[config.mk]
export PLATFORM = sky130hd
export DESIGN_NAME = imm_gen_stage
export DESIGN_NICKNAME = d
export VERILOG_FILES = /design/src/rtl/imm_gen_stage.sv
export SDC_FILE = /design/constraint.sdc
export NUM_CORES = 1
export LEC_CHECK = 0
export CAP_MARGIN = 20
export CORE_UTILIZATION = 44
export DETAILED_ROUTE_END_ITERATION = 16
export GPL_TIMING_DRIVEN = 1
export HOLD_SLACK_MARGIN = 0.05
export PLACE_DENSITY = 0.85
export RECOVER_POWER = 100
export SLEW_MARGIN = 0
export SYNTH_ARGS = -nofsm -noshare
export SYNTH_HDL_FRONTEND = slang
export SYNTH_SLANG_ARGS = --single-unit
[constraint.sdc]
create_clock -name clk -period 2.8 [get_ports clk]
set_clock_uncertainty 0.2 [all_clocks]
set_input_delay 0.28 -clock clk [delete_from_list [all_inputs] [get_ports clk]]
set_output_delay 0.28 -clock clk [all_outputs]
set_load 0.02 [all_outputs]
[src/rtl/imm_gen_stage.sv]
// rtl/imm_gen_stage.sv - registered RV immediate generator with valid/ready output stage and flush
module imm_gen_stage #(
    parameter int XLEN    = 32,
    parameter int TAG_W   = 32,
    parameter int EXT_SRC = 0
) (
    input  logic             clk,
    input  logic             rst_n,
    input  logic             in_valid,
    output logic             in_ready,
    input  logic [31:0]      in_instr,
    input  logic [TAG_W-1:0] in_tag,
    input  logic [2:0]       in_immsrc,
    input  logic             flush,
    output logic             out_valid,
    input  logic             out_ready,
    output logic [XLEN-1:0]  out_imm,
    output logic [2:0]       out_fmt,
    output logic [TAG_W-1:0] out_tag,
    output logic             out_illegal
);

    generate
        if (XLEN != 32 && XLEN != 64) begin : g_bad_xlen
            $error("imm_gen_stage: XLEN must be 32 or 64");
        end
    endgenerate

    localparam logic [2:0] FMT_U     = 3'd0;
    localparam logic [2:0] FMT_J     = 3'd1;
    localparam logic [2:0] FMT_I     = 3'd2;
    localparam logic [2:0] FMT_SHIFT = 3'd3;
    localparam logic [2:0] FMT_LOAD  = 3'd4;
    localparam logic [2:0] FMT_S     = 3'd5;
    localparam logic [2:0] FMT_B     = 3'd6;
    localparam logic [2:0] FMT_NONE  = 3'd7;

    logic [2:0]      w_dec_fmt;
    logic            w_dec_illegal;
    logic [2:0]      w_fmt;
    logic            w_illegal;
    logic [31:0]     w_imm32;
    logic [XLEN-1:0] w_imm;
    logic            w_capture;

    logic            r_valid;
    logic [XLEN-1:0] r_imm;
    logic [2:0]      r_fmt;
    logic [TAG_W-1:0] r_tag;
    logic            r_illegal;

    always_comb begin
        w_dec_fmt     = FMT_NONE;
        w_dec_illegal = 1'b0;
        case (in_instr[6:0])
            7'b0110111, 7'b0010111: w_dec_fmt = FMT_U;
            7'b1101111:             w_dec_fmt = FMT_J;
            7'b0010011:             w_dec_fmt = (in_instr[14:12] == 3'b001 || in_instr[14:12] == 3'b101)
                                                ? FMT_SHIFT : FMT_I;
            7'b0000011, 7'b1100111: w_dec_fmt = FMT_LOAD;
            7'b0100011:             w_dec_fmt = FMT_S;
            7'b1100011:             w_dec_fmt = FMT_B;
            7'b0110011:             w_dec_fmt = FMT_NONE;
            default:                w_dec_illegal = 1'b1;
        endcase
    end

    assign w_fmt     = (EXT_SRC != 0) ? in_immsrc : w_dec_fmt;
    assign w_illegal = (EXT_SRC != 0) ? 1'b0 : w_dec_illegal;

    // Build a 32-bit immediate first; every format sign-extends from bit 31 except shift, whose bit 31 is 0.
    always_comb begin
        w_imm32 = 32'd0;
        case (w_fmt)
            FMT_U:            w_imm32 = {in_instr[31:12], 12'd0};
            FMT_J:            w_imm32 = {{12{in_instr[31]}}, in_instr[19:12], in_instr[20], in_instr[30:21], 1'b0};
            FMT_I, FMT_LOAD:  w_imm32 = {{20{in_instr[31]}}, in_instr[31:20]};
            FMT_SHIFT:        w_imm32 = (XLEN == 64) ? {26'd0, in_instr[25:20]} : {27'd0, in_instr[24:20]};
            FMT_S:            w_imm32 = {{20{in_instr[31]}}, in_instr[31:25], in_instr[11:7]};
            FMT_B:            w_imm32 = {{20{in_instr[31]}}, in_instr[7], in_instr[30:25], in_instr[11:8], 1'b0};
            default:          w_imm32 = 32'd0;
        endcase
    end

    assign w_imm     = XLEN'($signed(w_imm32));
    assign in_ready  = !r_valid || out_ready;
    assign w_capture = in_valid && in_ready;

    always_ff @(posedge clk) begin
        if (!rst_n) begin
            r_valid   <= 1'b0;
            r_imm     <= '0;
            r_fmt     <= 3'd0;
            r_tag     <= '0;
            r_illegal <= 1'b0;
        end else begin
            if (w_capture) begin
                r_imm     <= w_imm;
                r_fmt     <= w_fmt;
                r_tag     <= in_tag;
                r_illegal <= w_illegal;
            end
            // Flush wins over a same-cycle capture; data may still load but is hidden.
            if (flush) begin
                r_valid <= 1'b0;
            end else if (w_capture) begin
                r_valid <= 1'b1;
            end else if (out_ready) begin
                r_valid <= 1'b0;
            end
        end
    end

    assign out_valid   = r_valid;
    assign out_imm     = r_imm;
    assign out_fmt     = r_fmt;
    assign out_tag     = r_tag;
    assign out_illegal = r_illegal;

endmodule

; Yosys cells after proc, flatten, opt, wreduce, memory -nomap -nowiden
; Cells that the tools add are included.
[classes]
n_addsub = 0
n_mul = 0
div_mod_pow = 0
order_cmp = 0
n_eq_ne = 17
n_shift = 0
mux = 6
bitwise_logic = 1
n_reduce_logical = 11
[ops]
columns = cell, n
row1 = $pmux 32 s6, 1
row2 = $eq 7x6->1 const B, 3
row3 = $eq 7x7->1 const B, 3
row4 = $pmux 3 s6, 1
row5 = $eq 7x5->1 const B, 2
row6 = $eq 3x3->1 const B, 4
row7 = $reduce_or 9->1, 1
row8 = $reduce_or 2->1, 4
row9 = $eq 7x2->1 const B, 1
row10 = $eq 3x1->1 const B, 2
row11 = $eq 3x2->1 const B, 2
row12 = $mux 1, 4
row13 = $logic_not 3->1, 1
row14 = $logic_or 1x1->1, 2
row15 = $reduce_bool 2->1, 1
row16 = $logic_and 1x1->1, 1
row17 = $logic_not 1->1, 1
row18 = $not 1->1, 1
[totals]
reg_bits = 69
latch_bits = 0
ramBits = 0
rom_bits = 0
in_bits = 72
elab_cells = 40
memories = 0

; Depth between registers and ports, before layout
; Gate-level depths: netlist of run 1.
[depth]
depth_word = 7
depth_mapped = 7

; Worst setup path after synthesis of run 1
; No wires, ideal clock.
[synth_path]
path_kind = reg-to-reg
start = register r_valid (netlist: out_valid)
end = register r_imm[21] (netlist: out_imm[21])
setup_time_ns = 0.075
arrival_ns = 1.593
setup_slack_ns = 0.932
path_stages_with_launch = 7
n_path_buf = 2
period_less_slack_ns = 1.868
path_cell_list = dfxtp_1 -> nand2b_1 -> nand2_1 -> clkbuf_1 -> clkbuf_1 -> nand2_1 -> a22oi_2
[synth_between]
elab_chain_len = 3
[synth_rtl]
columns = item, line_no
row1 = "start, declared", 46  ; logic r_valid;
row2 = "start signal, assigned", 91  ; r_valid <= 1'b0;
row3 = "start signal, assigned", 105  ; r_valid <= 1'b0;
row4 = "start signal, assigned", 107  ; r_valid <= 1'b1;
row5 = $logic_not 1->1, 86  ; assign in_ready = !r_valid || out_ready;
row6 = $logic_or 1x1->1, 86
row7 = named net in_ready, 10  ; output logic in_ready,
row8 = $logic_and 1x1->1, 87  ; assign w_capture = in_valid && in_ready;
row9 = "end signal, assigned", 98  ; r_imm <= w_imm;
row10 = "end, declared", 47  ; logic [XLEN-1:0] r_imm;
; The timed path passes the listed nets, and every way through them passes these cells.
; A chain may end at the register's enable or synchronous reset.

; Worst setup path after layout of run 1
[layout_path]
start = input port in_instr[6]
end = register r_imm[7] (netlist: out_imm[7])
[layout_between]
elab_chain_len = 6
elab_cells_between_ends = 20
cone_classes = eq/ne (14) / mux (2) / reduce/logical (4)
[layout_rtl]
columns = item, line_no
row1 = "start, declared", 11  ; input logic [31:0] in_instr,
row2 = $eq 7x2->1 (tied with other cells), 55  ; case (in_instr[6:0])
row3 = $reduce_or 2->1, --
row4 = $pmux 3 s6 (*), 55
row5 = $eq 3x2->1 or $eq 3x3->1 (tied branches), 74  ; case (w_fmt)
row6 = $reduce_or 2->1, 74
row7 = $pmux 32 s6 (*), 74
; Mark *: on every way between the ends. The rest lies on a longest branch, timed or not.

==> impl_results.md, run 1 <==
* Routed length on met3 at 707 um
* Storage cell area at approximately 0.0014 mm^2
* Die X at 85.1 um
* Tmin final at 2.47 ns
* Final antenna-violating net count at 0
* Area leader, netlist: dfxtp_1
* Core region area at 0.00649 mm^2
* Crit path DAT at approximately 2.6 ns
* Most frequent cells in the layout: 98 x nand2_1, 73 x dlygate4sd3_1, 69 x dfxtp_1, 65 x clkdlybuf4s50_1, 32 x a21boi_0
* HPWL Detailed at 6.31 mm
* I/O pin total at between 100 and 150
* Family with the most delay on the worst path: compound AO/OA/AOI/OAI gates
* Hold Path End: out_imm[31]
* Lkg Pwr at 1.88 nW
* Ys Warns at 0
* Setup crit start kind: input pin
* Final worst path period share at 0.882
* Root Driver: clkbuf_8
* Num CTS Buffers at 9
* Worst hold path cell count at 2
* DR vias/cell at 5.34
* # nets final at 543
* Overflow after GRT at 0
* Synthesized area at 0.00304 mm^2
* Delay of the slowest critical-path stage at 0.64 ns
* Die area at about 0.0072 mm^2
* Multi-input gate area at 0.00151 mm^2
* Setup violations, final at 0
* Worst Max-Slew Pin Slew at ~1.2 ns
* Met2 WL at 4.18 mm
* Starting density of the core at 0.468
* Sequential-to-total area share from yosys stat at 0.454
* Worst-path clk slew at about 0.080 ns
* Status: finished clean
* CP required at 2.89 ns
* Buffers and inverters on the worst path at 2
* Largest net degree at the start of global routing at 57
* IO Port Bufs at around 140
* GPL Wtd Cong at 0.860
* Share of post-route cells with drive strength above 1 at 0.0861
* WL met1 at a little under 4 mm
* Critical path fanouts, max at 6
* RSZ-0062 raised after global routing: false
* First-pass GRT wire length at 14.5 mm
* Area Growth Syn to Fin at 53.9%
* Initial DRC count at 103
* Worst path depth at 7
* Number of max-cap violations at 0
* Headroom to the max-slew limit at 0.187
* Critical path's slowest cell: dlygate4sd3_1
* Layout fillers at 499
* Clock sinks at slightly below 70
* Dpl ws at between 0.08 and 0.09 ns
* Die height at 85.1 um
* CTS tree: built
* Postcts setup bufs at 0
* Worst R2R End: out_fmt[1]
* Worst R2R Setup Slack at 1.05 ns
* Routed WL per cell at between 15 and 20 um
* Crit-path cells: dlygate4sd3_1, buf_4, nor4bb_1, a32o_1, o211ai_2, a41oi_2, a22o_1
* Max Freq at approximately 400 MHz
* Max H-tree Level at 3
* Min-Delay Path Class: flop to flop
* Syn avg cell area at 8.97 um^2
* Post-CTS Hold Fix Bufs at 0
* Max VDD drop at between 0.2 and 0.3 mV
* Maximum clock path buffer count at 2
* Routed WL at 8.88 mm
* Initial antenna violation count at 0
* FF+latch count, synth at 69
* Yosys cell types at 47
* Vias in the first global route at approximately 3000
* Yosys top cell area share at 0.454
* DR vias at between 2000 and 3000
* Top Metal Used: met4
* Setup TNS at 0 ns
* Resized cells post-CTS at 0
* Number of remaining DRC errors at 0
* Crit path capture type: flop
* Number of hold violations in the final report at 0
* Commonest non-fill, non-tap cell in the layout: nand2_1
* Site Rows at 29
* Hold Startpoint: out_imm[31]
* CP Class: input pin to flop
* GRT Resource Usage Total at 0.259
* Final slew viol count at 0
* Synth top area cells: dfxtp_1 45%, nand2_1 12%, a21boi_0 7.9%
* Drt first pass iters at 4
* Mapped Cells at approximately 340
* Antenna diode count at 0
* Syn nets at 411
* Later-pin clock latency in the skew report at 0.33 ns
* Setup WS post-layout at 0.330 ns
* Reg-to-Reg Start: out_valid
* Depth of the most critical reg-to-reg path at 5
* PD cells at approximately 490 mW/mm^2
-- tightest hold or removal path: cells and delay by family, from the launching register on --
| kind | cells | cell delay [ns] |
|---|---|---|
| simple gates | 1 | 0.05 |
| flops | 1 | 0.33 |
| compound gates | 1 | 0.05 |
-- sequential cells by signal, summed over array words and instances (netlist names) --
| name | flops |
|---|---|
| out_tag | 32 |
| out_illegal | 1 |
| out_valid | 1 |
| out_fmt | 3 |
| out_imm | 32 |
-- layer usage --
metal | vias up | global-route usage
li1 | 1466 | -
met1 | 1364 | 0.329
met2 | 114 | 0.430
met3 | 8 | 0.0691
met4 | 0 | 0.0801
met5 | - | 0
-- how the worst max path moves through the flow --
stage             endpoint  slack [ns]        start
2_1_floorplan  out_imm[21]        0.93    out_valid
3_3_place_gp   out_imm[26]        0.13  in_instr[5]
3_5_place_dp   out_imm[23]        0.09  in_instr[5]
4_1_cts        out_imm[23]        0.44  in_instr[5]
5_1_grt         out_imm[7]        0.19  in_instr[6]
6_report        out_imm[7]        0.33  in_instr[6]
-- through the flow --
stage / util / hold slack, ns / power, W / instance area [um^2] / instances
2_1_floorplan: - / 0.156 / 0.00122 / 3040 / 339
3_3_place_gp: 0.687 / 0.240 / 0.00141 / 4460 / 537
3_5_place_dp: 0.687 / 0.247 / 0.00142 / 4460 / 537
4_1_cts: 0.722 / 0.264 / 0.00232 / 4690 / 553
5_1_grt: 0.720 / 0.277 / 0.00240 / 4680 / 553
6_report: 0.720 / 0.255 / 0.00230 / 4680 / 553
-- report_power, final --
group	switching (W)	internal [W]
Sequential	0.0000152	0.00102
Clock	0.000385	0.000528
Combinational	0.000177	0.000176
Total	0.000576	0.00172
-- synth_stat cells, drive strengths merged --
library cell and count:
a221o 9, nor3b 4, and2 5, a32oi 2, o211ai 2, a22oi 15
nand2 99, a21boi 32, nor3 5, nor4 1, a32o 1, nor2 6
a31oi 3, and3 2, nand3b 1, a21oi 5, and4b 1, nand4b 1
o221a 1, a2bb2oi 1, nor2b 1, o31ai 2, a22o 17, buf 11
clkbuf 16, o311ai 1, nand2b 5, and3b 1, or3 1, o2bb2ai 1
nand3 2, nor4bb 1, o21ai 10, inv 3, dfxtp 69, a41oi 2
-- cells by family (layout without fill, tap and decap cells) --
family          count (synthesis)  after routing  synth area share
simple gates                  136            136             0.216
buf+inv                        30            167            0.0469
compound gates                104            104             0.283
flops                          69             69             0.454
-- final cells by class --
type | instances | area share
repair buffers | 148 | 0.310
flip-flops and latches | 69 | 0.295
well taps | 77 | 0.0206
inverters | 3 | 0.00241
clock inverters | 5 | 0.0179
clock buffers | 11 | 0.0302
multi-input cells | 240 | 0.323
Note: power is estimated with default switching activity, not from simulation.
==> run 2: changes to the inputs <==
--- a/config.mk
+++ b/config.mk
@@ -5,12 +5,13 @@
 export SDC_FILE = /design/constraint.sdc
 export NUM_CORES = 1
 export LEC_CHECK = 0
+export ABC_AREA = 1
 export CAP_MARGIN = 20
-export CORE_UTILIZATION = 44
+export CORE_UTILIZATION = 46
 export DETAILED_ROUTE_END_ITERATION = 16
 export GPL_TIMING_DRIVEN = 1
 export HOLD_SLACK_MARGIN = 0.05
-export PLACE_DENSITY = 0.85
+export PLACE_DENSITY_LB_ADDON = 0.2
 export RECOVER_POWER = 100
 export SLEW_MARGIN = 0
 export SYNTH_ARGS = -nofsm -noshare
==> impl_results.md, run 2 <==
* Fin util at 0.714
* Worst-path clk slew at 0.08 ns
* Synthesized area at 0.00339 mm^2
* Root Driver: clkbuf_8
* Critical path fanouts, max at 14
* Synth Area in XOR/XNOR at 0
* Setup WS post-layout at 0.404 ns
* Finished Cell Area at a little under 0.005 mm^2
* Later-pin clock latency in the skew report at roughly 0.34 ns
* Tmin final at 2.40 ns
* CTS tree: built
* Buffers and inverters on the worst path at 3
* Family with the most delay on the worst path: simple AND/OR/NAND/NOR gates
* Starting density of the core at 0.488
* PD cells at 459 mW/mm^2
* Hold Path End: out_imm[19]
* GRT Resource Usage Total at 0.241
* Placed insts at 659
* Compound-cell area share of the yosys netlist at 0.163
* Sequential-to-total area share from yosys stat at 0.407
* Mapped Cells at approximately 440
* Crit path DAT at approximately 2.5 ns
* Worst Max-Slew Pin Slew at roughly 0.88 ns
* Reg-to-Reg Start: out_valid
* Initial DRC count at 131
* Adder-cell area share of the yosys netlist at 0
* Worst R2R Setup Slack at 0.58 ns
* RSZ-0062 raised after global routing: false
* Setup crit start: in_instr[1]
* Vias in the first global route at 3159
* Most frequent CP cell: nand3_2
* Clock sinks at 69
* Area after DPL at about 0.0048 mm^2
* GPL Wtd Cong at slightly below 0.8
* DR vias at 3379
* Min-Delay Path Class: flop to flop
* Commonest non-fill, non-tap cell in the layout: nand2_1
* Status: finished clean
* Overflow after GRT at 0
* Area leader, netlist: dfxtp_1
* Die height at between 80 and 90 um
* Max Freq at 417 MHz
* Yosys top cell area share at 0.407
* Resized cells post-CTS at 0
* Maximum clock path buffer count at 2
* Post-synthesis simple-gate area fraction at 0.341
* Share of post-route cells with drive strength above 1 at 0.193
* I/O pin total at approximately 140
* Crit-path cells: clkdlybuf4s50_1, nand2_1, inv_2, nand3_2, nor2_4, nor2_4, nand2_4, nand3_2, nand2_2, nand3_1, buf_12, nand3_2, nand2_2, a21oi_1
* Delay of the slowest critical-path stage at 0.46 ns
* Number of remaining DRC errors at 0
* Area Growth Syn to Fin at 46.3%
* Worst hold path cell count at 2
* Setup crit start kind: input pin
* Final worst path period share at 0.856
* Routed WL at ~9 mm
* Headroom to the max-slew limit at 0.414
* Main synth FF type: dfxtp_1
* Post-CTS Hold Fix Bufs at 0
* Yosys cell types at 27
* IO Port Bufs at 138
* Antenna diode count at 0
* Layout Cells excl Fill at roughly 680
* Number of hold violations in the final report at 0
* Most frequent cells in the layout: 80 x nand2_1, 74 x nor2_1, 70 x dlygate4sd3_1, 69 x dfxtp_1, 68 x clkdlybuf4s50_1
* Critical path's slowest cell: clkdlybuf4s50_1
* CP required at 2.87 ns
* Syn nets at between 500 and 600
* Worst path depth at 14
* Dominant combinational cell family by area after synthesis: simple AND/OR/NAND/NOR gates
* Hold Startpoint: out_imm[19]
* Max VDD drop at 0.312 mV
* Num CTS Buffers at 9
* Setup TNS at 0 ns
* Lkg Pwr at ~2.3 nW
* Worst R2R End: out_tag[4]
* Final slew viol count at 0
* Site Rows at 30
* Die area at 0.00772 mm^2
* Core region area at 0.00694 mm^2
* Die X at 87.9 um
* Number of max-cap violations at 0
* FF+latch count, synth at between 60 and 70
* # nets final at 646
* Depth of the most critical reg-to-reg path at 5
* Postcts setup bufs at 0
* Mux contribution to synthesized area at 0
* CP Class: input pin to flop
* Ys async rst share at 0
* Synth top area cells: dfxtp_1 41%, nor2_1 8.2%, nand2_1 8.0%
* Initial antenna violation count at 0
* Syn avg cell area at 7.69 um^2
* Drt first pass iters at 4
* Setup violations, final at 0
* Post-synth EDFFs at 0
* First-pass GRT wire length at 14.5 mm
* HPWL Detailed at 6.50 mm
* DR vias/cell at about 5
* Top cells by count, synth: 74 x nor2_1, 72 x nand2_1, 69 x dfxtp_1
* Dpl ws at approximately 0.3 ns
* Final antenna-violating net count at 0
* Max H-tree Level at 3
* Largest net degree at the start of global routing at 35
* Ys Warns at 0
* Routed WL per cell at 13.2 um
* Crit path capture type: flop
* Most numerous cell in the Yosys netlist: nor2_1
[run 2: kinds of logic after synthesis]
logic type / after synthesis
buf+inv: 60
compound gates: 90
simple gates: 222
flops: 69
[run 2: layer usage]
metal  global-route usage  up-vias  share of wire
li1                     -     1671              -
met1                0.286     1574           0.42
met2                0.414      117           0.49
met3               0.0707       17          0.073
met4               0.0849        0          0.019
met5                    0        -              0
[run 2: layout make-up]
cell class / count / area [um^2]
clock buffers: 9 / 124
repair buffers: 146 / 1460
clock inverters: 7 / 73.8
fillers: 605 / 1980
well taps: 96 / 120
inverters: 36 / 140
multi-input cells: 312 / 1660
flip-flops and latches: 69 / 1380
[run 2: worst max-delay path by stage]
stage | endpoint | slack (ns)
5_1_grt | out_imm[13] | 0.25
2_1_floorplan | out_imm[10] | 0.97
4_1_cts | out_imm[13] | 0.65
6_report | out_imm[23] | 0.40
3_3_place_gp | out_imm[11] | 0.37
3_5_place_dp | out_imm[24] | 0.30
[run 2: power breakdown]
group	internal, W	switching (W)
Clock	0.000416	0.000406
Sequential	0.00103	0.0000194
Combinational	0.000193	0.000215
[run 2: through the flow]
stage | power (W) | hold WS [ns]
after floorplan | 0.00128 | 0.158
after global placement | 0.00149 | 0.255
after detailed placement | 0.00150 | 0.260
after CTS | 0.00232 | 0.268
after global routing | 0.00238 | 0.291
final | 0.00228 | 0.271
[run 2: worst reg2reg max path: stages, from the launching register on]
cell      delay [ns]
dfxtp_1         0.33
nand2_1         0.08
nand2_1         0.51
clkbuf_1        0.73
o21ai_0         0.18
nor2_1          0.12
==> run 3: changes to the inputs <==
--- a/config.mk
+++ b/config.mk
@@ -7,6 +7,7 @@
 export LEC_CHECK = 0
 export ABC_AREA = 1
 export CAP_MARGIN = 20
+export CORE_MARGIN = 8
 export CORE_UTILIZATION = 46
 export DETAILED_ROUTE_END_ITERATION = 16
 export GPL_TIMING_DRIVEN = 1
==> impl_results.md, run 3 (synthesized netlist as in run 2, its figures left out) <==
* Internal Power at 0.00154 W
* Max H-tree Level at 3
* Routed WL at 9.74 mm
* NetSw at ~0.00064 W
* Tmin final at 2.32 ns
* Overflow after GRT at 0
* Storage cell area at 0.00138 mm^2
* DR vias at 3319
* First-pass GRT wire length at 15.2 mm
* Total power at 0.00218 W
* Number of max-cap violations at 0
* Multi-input gate area at 0.00163 mm^2
* Critical path fanouts, max at 20
* Largest net degree at the start of global routing at between 50 and 60
* Crit path DAT at 2.39 ns
* Worst hold path cell count at 2
* PD cells at about 440 mW/mm^2
* Initial DRC count at 138
* Min-Delay Path Class: flop to flop
* I/O pin total at 142
* Finished Cell Area at 0.00491 mm^2
* Area Growth Syn to Fin at 44.7%
* Most frequent cells in the layout: 75 x nand2_1, 75 x nor2_1, 72 x dlygate4sd3_1, 69 x dfxtp_1, 66 x clkdlybuf4s50_1
* Reg-to-Reg Start: out_valid
* Number of hold violations in the final report at 0
* Flop pwr share at 0.481
* # nets final at 646
* Max VDD drop at around 0.23 mV
* Headroom to the max-slew limit at 0.295
* Root Driver: clkbuf_8
* Die height at 102 um
* Combinational Power Share at 0.188
* Setup violations, final at 0
* Post-CTS Hold Fix Bufs at 0
* RSZ-0062 raised after global routing: false
* Number of remaining DRC errors at 0
* Setup crit start: in_instr[6]
* Layout Cells excl Fill at a little under 700
* Initial antenna violation count at 0
* Antenna diode count at 0
* Lkg Pwr at 2.26 nW
* GPL Wtd Cong at approximately 0.83
* Die X at roughly 100 um
* Starting density of the core at 0.470
* Max Freq at 431 MHz
* Resized cells post-CTS at 0
* Num CTS Buffers at 9
* Status: finished clean
* Worst-path clk slew at around 0.07 ns
* DR vias/cell at 4.90
* Placed insts at 662
* Postcts setup bufs at 0
* CP required at 2.87 ns
* Clock sinks at 69
* GRT Resource Usage Total at 0.184
* CTS tree: built
* Layout fillers at about 660
* Drt first pass iters at 4
* Area after DPL at roughly 0.0048 mm^2
* Core region area at roughly 0.007 mm^2
* Worst Max-Slew Pin Slew at 1.06 ns
* Sw Share at 0.292
* Maximum clock path buffer count at 2
* Site Rows at 31
* CP Class: input pin to flop
* Later-pin clock latency in the skew report at 0.34 ns
* Vias in the first global route at 3249
* Die area at 0.0104 mm^2
* Clock share of power at 0.331
* Setup crit start kind: input pin
* IO Port Bufs at roughly 140
* Worst R2R End: out_imm[5]
* Setup TNS at 0 ns
* Share of post-route cells with drive strength above 1 at 0.187
* Crit path capture type: flop
* Routed WL per cell at roughly 14 um
* Depth of the most critical reg-to-reg path at 5
* Critical Path Sink: out_imm[20]
* Final slew viol count at 0
* Final worst path period share at 0.829
* HPWL Detailed at around 7.2 mm
* Worst R2R Setup Slack at 0.83 ns
* Final antenna-violating net count at 0
## run 3: cell count changes in the layout (fill, tap and decap cells not counted), moves of 2 or more
cell	delta
clkinvlp_4	+2
nand2_2	+6
dlygate4sd3_1	+2
nand3_2	-4
nand2_1	-5
clkdlybuf4s50_1	-2
a21oi_1	+4
a21oi_2	-4
nand3_1	+4
## run 3: per-stage QoR
stage                     hold slack [ns]   util  setup WS (ns)
final                               0.262  0.680          0.479
after global routing                0.287  0.680          0.353
after CTS                           0.267  0.693          0.812
after detailed placement            0.256  0.669          0.449
after global placement              0.256  0.669          0.505
after floorplan                     0.158      -          0.968
## run 3: layer usage
layer  part of all wire  global-route usage  wire (um)
met4              0.014              0.0677        133
met2               0.50               0.310       4830
met5                  0                   0          0
met3              0.093              0.0593        909
met1               0.40               0.212       3860
## run 3: worst min-delay path by stage
stage | startpoint | endpoint | slack [ns]
final | out_imm[1] | out_imm[1] | 0.26
after global routing | out_imm[0] | out_imm[0] | 0.29
after CTS | flush | out_valid | 0.27
after detailed placement | out_imm[1] | out_imm[1] | 0.26
after global placement | out_imm[0] | out_imm[0] | 0.26
after floorplan | flush | out_valid | 0.16
## run 3: cell type report
class	count	share of cell area
Multi-Input combinational cell	312	0.332
Timing Repair Buffer	146	0.298
Sequential cell	69	0.281
Inverter	36	0.0286
Clock buffer	9	0.0252
Tap cell	99	0.0252
Clock inverter	7	0.0102
## run 3: critical path, stage by stage
cell	delay, ns
dlygate4sd3_1	0.58
inv_1	0.16
nand2_1	0.15
nor2_1	0.21
nand2_4	0.11
nand2_4	0.07
nor2_4	0.04
o21ai_0	0.23
nand3_2	0.12
buf_12	0.18
nand3_1	0.09
nand2_2	0.06
a21oi_2	0.11
## run 3: power by group through the flow
stage | Combinational (W) | Clock, W | Sequential [W]
CTS | 0.000438 | 0.000746 | 0.00105
detailed placement | 0.000436 | 0 | 0.00107
floorplan | 0.000152 | 0 | 0.00113
global route | 0.000442 | 0.000790 | 0.00105
global placement | 0.000428 | 0 | 0.00107
finish | 0.000409 | 0.000721 | 0.00105
